$ cat src/rtl/seg_595_receiver.sv
// Receiver for the 74HC595 display link: oversamples ds/shcp/stcp/oe,
// rebuilds latched frames and mirrors the 6-digit segment table.
module seg_595_receiver #(
  parameter int FRAME_BITS  = 14,
  parameter int SYNC_STAGES = 2
) (
  input  logic        sys_clk,
  input  logic        sys_rst,
  input  logic        ds,
  input  logic        shcp,
  input  logic        stcp,
  input  logic        oe,
  output logic [7:0]  seg_q,
  output logic [5:0]  sel_q,
  output logic [47:0] digits,
  output logic        frame_vld,
  output logic        frame_err
);

  localparam int NS = SYNC_STAGES;
  localparam logic [4:0] FB = 5'(FRAME_BITS);

  logic [NS-1:0] ds_sync_q, ds_sync_d;
  logic [NS-1:0] shcp_sync_q, shcp_sync_d;
  logic [NS-1:0] stcp_sync_q, stcp_sync_d;
  logic [NS-1:0] oe_sync_q, oe_sync_d;
  logic          shcp_hist_q, shcp_hist_d;
  logic          stcp_hist_q, stcp_hist_d;

  logic [FRAME_BITS-1:0] sr_q, sr_d;
  logic [FRAME_BITS-1:0] lat_q, lat_d;
  logic [4:0]            bit_cnt_q, bit_cnt_d;
  logic                  lat_evt_q, lat_evt_d;
  logic                  lat_ok_q, lat_ok_d;
  logic                  upd_q, upd_d;
  logic                  frame_vld_q, frame_vld_d;
  logic                  frame_err_q, frame_err_d;
  logic [7:0]            seg_r_q, seg_r_d;
  logic [5:0]            sel_r_q, sel_r_d;
  logic [47:0]           digits_q, digits_d;

  logic       ds_s, shcp_s, stcp_s, oe_s;
  logic       shcp_rise, stcp_rise;
  logic [4:0] cnt_inc, cnt_used;
  logic [5:0] lat_sel;
  logic       sel_onehot;

  always_comb begin
    ds_sync_d   = {ds_sync_q[NS-2:0], ds};
    shcp_sync_d = {shcp_sync_q[NS-2:0], shcp};
    stcp_sync_d = {stcp_sync_q[NS-2:0], stcp};
    oe_sync_d   = {oe_sync_q[NS-2:0], oe};
    ds_s        = ds_sync_q[NS-1];
    shcp_s      = shcp_sync_q[NS-1];
    stcp_s      = stcp_sync_q[NS-1];
    oe_s        = oe_sync_q[NS-1];
    shcp_hist_d = shcp_s;
    stcp_hist_d = stcp_s;
    shcp_rise   = shcp_s & ~shcp_hist_q;
    stcp_rise   = stcp_s & ~stcp_hist_q;
  end

  // Shift happens before latch so a tied shcp/stcp edge includes the new bit
  always_comb begin
    cnt_inc   = (bit_cnt_q == 5'd31) ? 5'd31 : bit_cnt_q + 5'd1;
    cnt_used  = shcp_rise ? cnt_inc : bit_cnt_q;
    sr_d      = shcp_rise ? {sr_q[FRAME_BITS-2:0], ds_s} : sr_q;
    bit_cnt_d = stcp_rise ? 5'd0 : cnt_used;
    lat_d     = stcp_rise ? sr_d : lat_q;
    lat_evt_d = stcp_rise;
    lat_ok_d  = stcp_rise && (cnt_used == FB);
  end

  always_comb begin
    lat_sel     = lat_q[13:8];
    sel_onehot  = (lat_sel != 6'd0) &&
                  ((lat_sel & (lat_sel - 6'd1)) == 6'd0);
    frame_vld_d = lat_evt_q & lat_ok_q;
    frame_err_d = lat_evt_q & ~lat_ok_q;
    seg_r_d     = oe_s ? 8'h00 : lat_q[7:0];
    sel_r_d     = oe_s ? 6'h00 : lat_sel;
    upd_d       = lat_evt_q & sel_onehot;
    digits_d    = digits_q;
    if (upd_q) begin
      for (int i = 0; i < 6; i++) begin
        if (lat_sel[i]) digits_d[8*i +: 8] = lat_q[7:0];
      end
    end
  end

  always_ff @(posedge sys_clk or posedge sys_rst) begin
    if (sys_rst) begin
      ds_sync_q   <= '0;
      shcp_sync_q <= '0;
      stcp_sync_q <= '0;
      oe_sync_q   <= '1;
      shcp_hist_q <= 1'b0;
      stcp_hist_q <= 1'b0;
      sr_q        <= '0;
      lat_q       <= '0;
      bit_cnt_q   <= 5'd0;
      lat_evt_q   <= 1'b0;
      lat_ok_q    <= 1'b0;
      upd_q       <= 1'b0;
      frame_vld_q <= 1'b0;
      frame_err_q <= 1'b0;
      seg_r_q     <= 8'h00;
      sel_r_q     <= 6'h00;
      digits_q    <= '0;
    end else begin
      ds_sync_q   <= ds_sync_d;
      shcp_sync_q <= shcp_sync_d;
      stcp_sync_q <= stcp_sync_d;
      oe_sync_q   <= oe_sync_d;
      shcp_hist_q <= shcp_hist_d;
      stcp_hist_q <= stcp_hist_d;
      sr_q        <= sr_d;
      lat_q       <= lat_d;
      bit_cnt_q   <= bit_cnt_d;
      lat_evt_q   <= lat_evt_d;
      lat_ok_q    <= lat_ok_d;
      upd_q       <= upd_d;
      frame_vld_q <= frame_vld_d;
      frame_err_q <= frame_err_d;
      seg_r_q     <= seg_r_d;
      sel_r_q     <= sel_r_d;
      digits_q    <= digits_d;
    end
  end

  assign seg_q     = seg_r_q;
  assign sel_q     = sel_r_q;
  assign digits    = digits_q;
  assign frame_vld = frame_vld_q;
  assign frame_err = frame_err_q;

endmodule

$ cat config.mk
export PLATFORM = sky130hd
export DESIGN_NAME = seg_595_receiver
export DESIGN_NICKNAME = d
export VERILOG_FILES = /design/src/rtl/seg_595_receiver.sv
export SDC_FILE = /design/constraint.sdc
export NUM_CORES = 1
export LEC_CHECK = 0
export ABC_CLOCK_PERIOD_IN_PS = 10100
export CORE_UTILIZATION = 40
export DETAILED_ROUTE_END_ITERATION = 12
export PLACE_DENSITY = 0.65
export SLEW_MARGIN = 20
export SYNTH_ARGS = -nofsm -noshare
export SYNTH_HDL_FRONTEND = slang
export SYNTH_SLANG_ARGS = --single-unit
$ cat constraint.sdc
create_clock -name sys_clk -period 10.1 [get_ports sys_clk]
set_input_delay 2.02 -clock sys_clk [delete_from_list [all_inputs] [get_ports sys_clk]]
set_output_delay 2.02 -clock sys_clk [all_outputs]
set_load 0.05 [all_outputs]
==> impl_metrics.toml <==
[setup_path]
critical_path.endpoint_type = "output pin"
r2r_slack_ns = 8.35
timing.critical_path.slowest_stage_cell = "sky130_fd_sc_hd__clkdlybuf4s50_1"
critical_path.cell_chain = "clkdlybuf4s50_1"
timing.critical_path.from = "digits[43]$_DFFE_PP0P_"
timing.critical_path.from_type = "register"
cp_num_cells = 1
cp_max_fo = 2
path_buf_inv = 1
crit_type = "reg2out"
reg2reg_to = "lat_q[6]$_DFFE_PP0P_"
cp_slowest_stage_delay_ns = 0.81
cp.required_ns = 8.08
reg2reg_from = "shcp_sync_q[1]$_DFF_PP0_"
r2r_cells = 3
delay_heaviest_family_cp = "buffers and inverters"
data_arrival_at_the_endpoint_of_the_critical_path_ns = 1.56

[floorplanning]
chipWidth_um = 103.1
start_util = 0.4160
floorplan.die_area_um2 = 10620
num_rows = 36
top_level_ports = 70
die_height_um = 103.1
core_area_um2 = 9819

[clock_network]
postCtsSetupRepairBufs = 0
cts-buffers-inserted = 9
tritoncts = "built"
clk_transition_reported_paths_ns = 0.10
clock_tree_root_driver_cell = "sky130_fd_sc_hd__clkbuf_8"
cts_repair_resize_count = 0
cts_max_level = 3
clk_latency_ns = 0.37
cts_max_path_buffers = 2
clk_sink_count = 110
cts-hold-fix-buffers = 0

[placement]
port-buffer-count = 69
gp_congestion = 0.7383
dpl.cell_count = 449
dpl.hpwl_mm = 4.827

[timing]
fin_crit_ns = 3.584
clock-skew-final_ns = 0.01050
setup_viol_count_final = 0
min_period_over_period = 0.3548
final_hold_viol_count = 0
worst_slew_pin_slew_ns = 0.8136
fmax_mhz = 279.0
setup_repair_after_global_routing_missed_its_margin = "false"
drv_slew = 0
setup_tns_ns = 0
slew_headroom = 0.4576

[synth]
syn-mean-instance-area_um2 = 16.08
postSynthCellCount = 254
synth.largest_area_cell = "sky130_fd_sc_hd__dfrtp_1"
syn_area_um2 = 4085
yosysSeqAreaShare = 0.6744
synth_top_area_frac = 0.6616
ys.warnings.count = 0
synth.ff_latch_count = 110
syn-num-nets = 261
yosys.cell_types.count = 35
cells_taking_the_most_area_after_synthesis = "sky130_fd_sc_hd__dfrtp_1, sky130_fd_sc_hd__mux2_2, sky130_fd_sc_hd__mux2_4"

[route]
detailroute.via_count = 2224
wl_per_cell_um = 15.77
detail_route.drc_violations = 0
routed_via_density = 4.793
drt_pass1_iterations = 4
drt.antenna.violating_nets = 0
drt_wl_total_mm = 7.319
drt_first_iter_violations = 60

[power]
cellPowerDensity_nw_per_um2 = 313.8
static_leakage_uw = 0.002359
vdd_ir_drop_max_mv = 0.1639

[global_route]
tot_gr_track_use = 0.1558
congestion_overflow_gr = 0
grt_first_pass_wirelength_mm = 12.05
antenna_violations_before_repair = 0
maximum_number_of_pins_on_one_net_before_global_route_repair = 70
first_global_vias = 2238

[hold_path]
min_to = "ds_sync_q[1]$_DFF_PP0_"
hp-start = "ds_sync_q[0]$_DFF_PP0_"
timing.hold.worst.class = "reg2reg"
hold_path_depth = 0

[cells_and_area]
layout.cells.non_filler = 464
area.growth.synth_to_final_pct = 25.33
layout-drive-gt1-share = 0.2840
layout.nets = 334
top_library_cells_by_usage_in_the_layout_fill_and_taps_aside = "sky130_fd_sc_hd__dfrtp_1, sky130_fd_sc_hd__clkdlybuf4s50_1, sky130_fd_sc_hd__mux2_2"
antenna_cells = 0
mostFrequentLayoutCell = "sky130_fd_sc_hd__dfrtp_1"

[run]
timing.max_cap.violations = 0

[outcome]
run_status = "finished, final reports clean"
[per-stage QoR]
step	total power [uW]	util	hold WS (ns)	area, um2	setup WS, ns
3_5_place_dp	1351	0.5004	0.3347	4913	6.342
2_1_floorplan	1126	-	0.3312	4085	5.181
5_1_grt	1687	0.5214	0.3656	5120	6.444
6_report	1607	0.5214	0.3575	5120	6.516
3_3_place_gp	1342	0.4999	0.3323	4908	6.359
4_1_cts	1622	0.5214	0.3587	5120	6.505
[worst max-delay path by stage]
stage                        endpoint  slack, ns
3_5_place_dp   digits[47]$_DFFE_PP0P_       6.34
2_1_floorplan  bit_cnt_q[0]$_DFF_PP0_       5.18
4_1_cts                    digits[43]       6.50
6_report                   digits[43]       6.52
3_3_place_gp   digits[47]$_DFFE_PP0P_       6.36
5_1_grt                    digits[43]       6.44
[cells in the mapped netlist]
master                      count
sky130_fd_sc_hd__mux2_4        12
sky130_fd_sc_hd__xor2_1         2
sky130_fd_sc_hd__nor3b_1        2
sky130_fd_sc_hd__buf_6          2
sky130_fd_sc_hd__nand3b_1       1
sky130_fd_sc_hd__mux2_2        58
sky130_fd_sc_hd__nand2b_4       1
sky130_fd_sc_hd__buf_2          1
sky130_fd_sc_hd__a2111oi_2      1
sky130_fd_sc_hd__o21ai_0        1
sky130_fd_sc_hd__and2_1         2
sky130_fd_sc_hd__clkbuf_1       4
sky130_fd_sc_hd__nand4_1        1
sky130_fd_sc_hd__nor2b_4        1
sky130_fd_sc_hd__o21ba_2        1
sky130_fd_sc_hd__o21ai_1        1
sky130_fd_sc_hd__dfstp_2        2
sky130_fd_sc_hd__nor2b_1       16
sky130_fd_sc_hd__dfrtp_1      108
sky130_fd_sc_hd__nand2b_1       1
sky130_fd_sc_hd__nand3_1        1
sky130_fd_sc_hd__nor4_1         1
sky130_fd_sc_hd__ha_1           1
sky130_fd_sc_hd__nand2_1       10
sky130_fd_sc_hd__and4b_1        1
sky130_fd_sc_hd__nor2_1         1
sky130_fd_sc_hd__inv_1          2
sky130_fd_sc_hd__buf_1          1
sky130_fd_sc_hd__a22oi_1        1
sky130_fd_sc_hd__xnor2_1        1
sky130_fd_sc_hd__a31oi_1        4
sky130_fd_sc_hd__or3_1          1
sky130_fd_sc_hd__nor3_1         2
sky130_fd_sc_hd__a21oi_1        3
sky130_fd_sc_hd__mux2_1         6
[sequential cells by signal, summed over array words and instances, names as in the netlist]
register     cells
shcp_hist_q      1
stcp_hist_q      1
bit_cnt_q        5
digits          48
ds_sync_q        2
lat_ok_q         1
sr_q            14
oe_sync_q        2
lat_evt_q        1
frame_err        1
shcp_sync_q      2
sel_q            6
lat_q           14
stcp_sync_q      2
upd_q            1
seg_q            8
frame_vld        1
[power by group]
part | total [uW] | internal, uW | leakage (uW) | switching (uW)
combinational | 655 | 264 | 0.000821 | 391
sequential | 681 | 574 | 0.00144 | 107
clock | 270 | 128 | 0.000102 | 142
total | 1610 | 967 | 0.00236 | 640
[area by class of cell]
cell class                 count  area (um2)
clock buffer                  11       151.4
clock inverter                 4       55.05
tap                          133       166.4
sequential                   110        2755
fill                         875        4700
timing repair buffer          70       698.2
multi-input combinational    134        1284
inverter                       2       10.01
[routing by layer]
metal	up-vias	routed length (um)	share of wire	GRT usage
met3	9	284	0.039	0.04542
met5	-	0	0	0
li1	1022	-	-	-
met1	1144	3382	0.46	0.2207
met2	49	3558	0.49	0.2323
met4	0	93	0.013	0.04875
[logic make-up after synthesis]
| kind of cell | count (synthesis) | synth area share |
|---|---|---|
| adders and majority gates | 1 | 0.003062 |
| buffers and inverters | 10 | 0.01317 |
| AOI/OAI and AO/OA | 12 | 0.02021 |
| xor gates and xnor gates | 3 | 0.006433 |
| DFF | 110 | 0.6744 |
| and+or+nand+nor | 42 | 0.06218 |
| muxes | 76 | 0.2205 |
(Power assumes the default switching activity.)
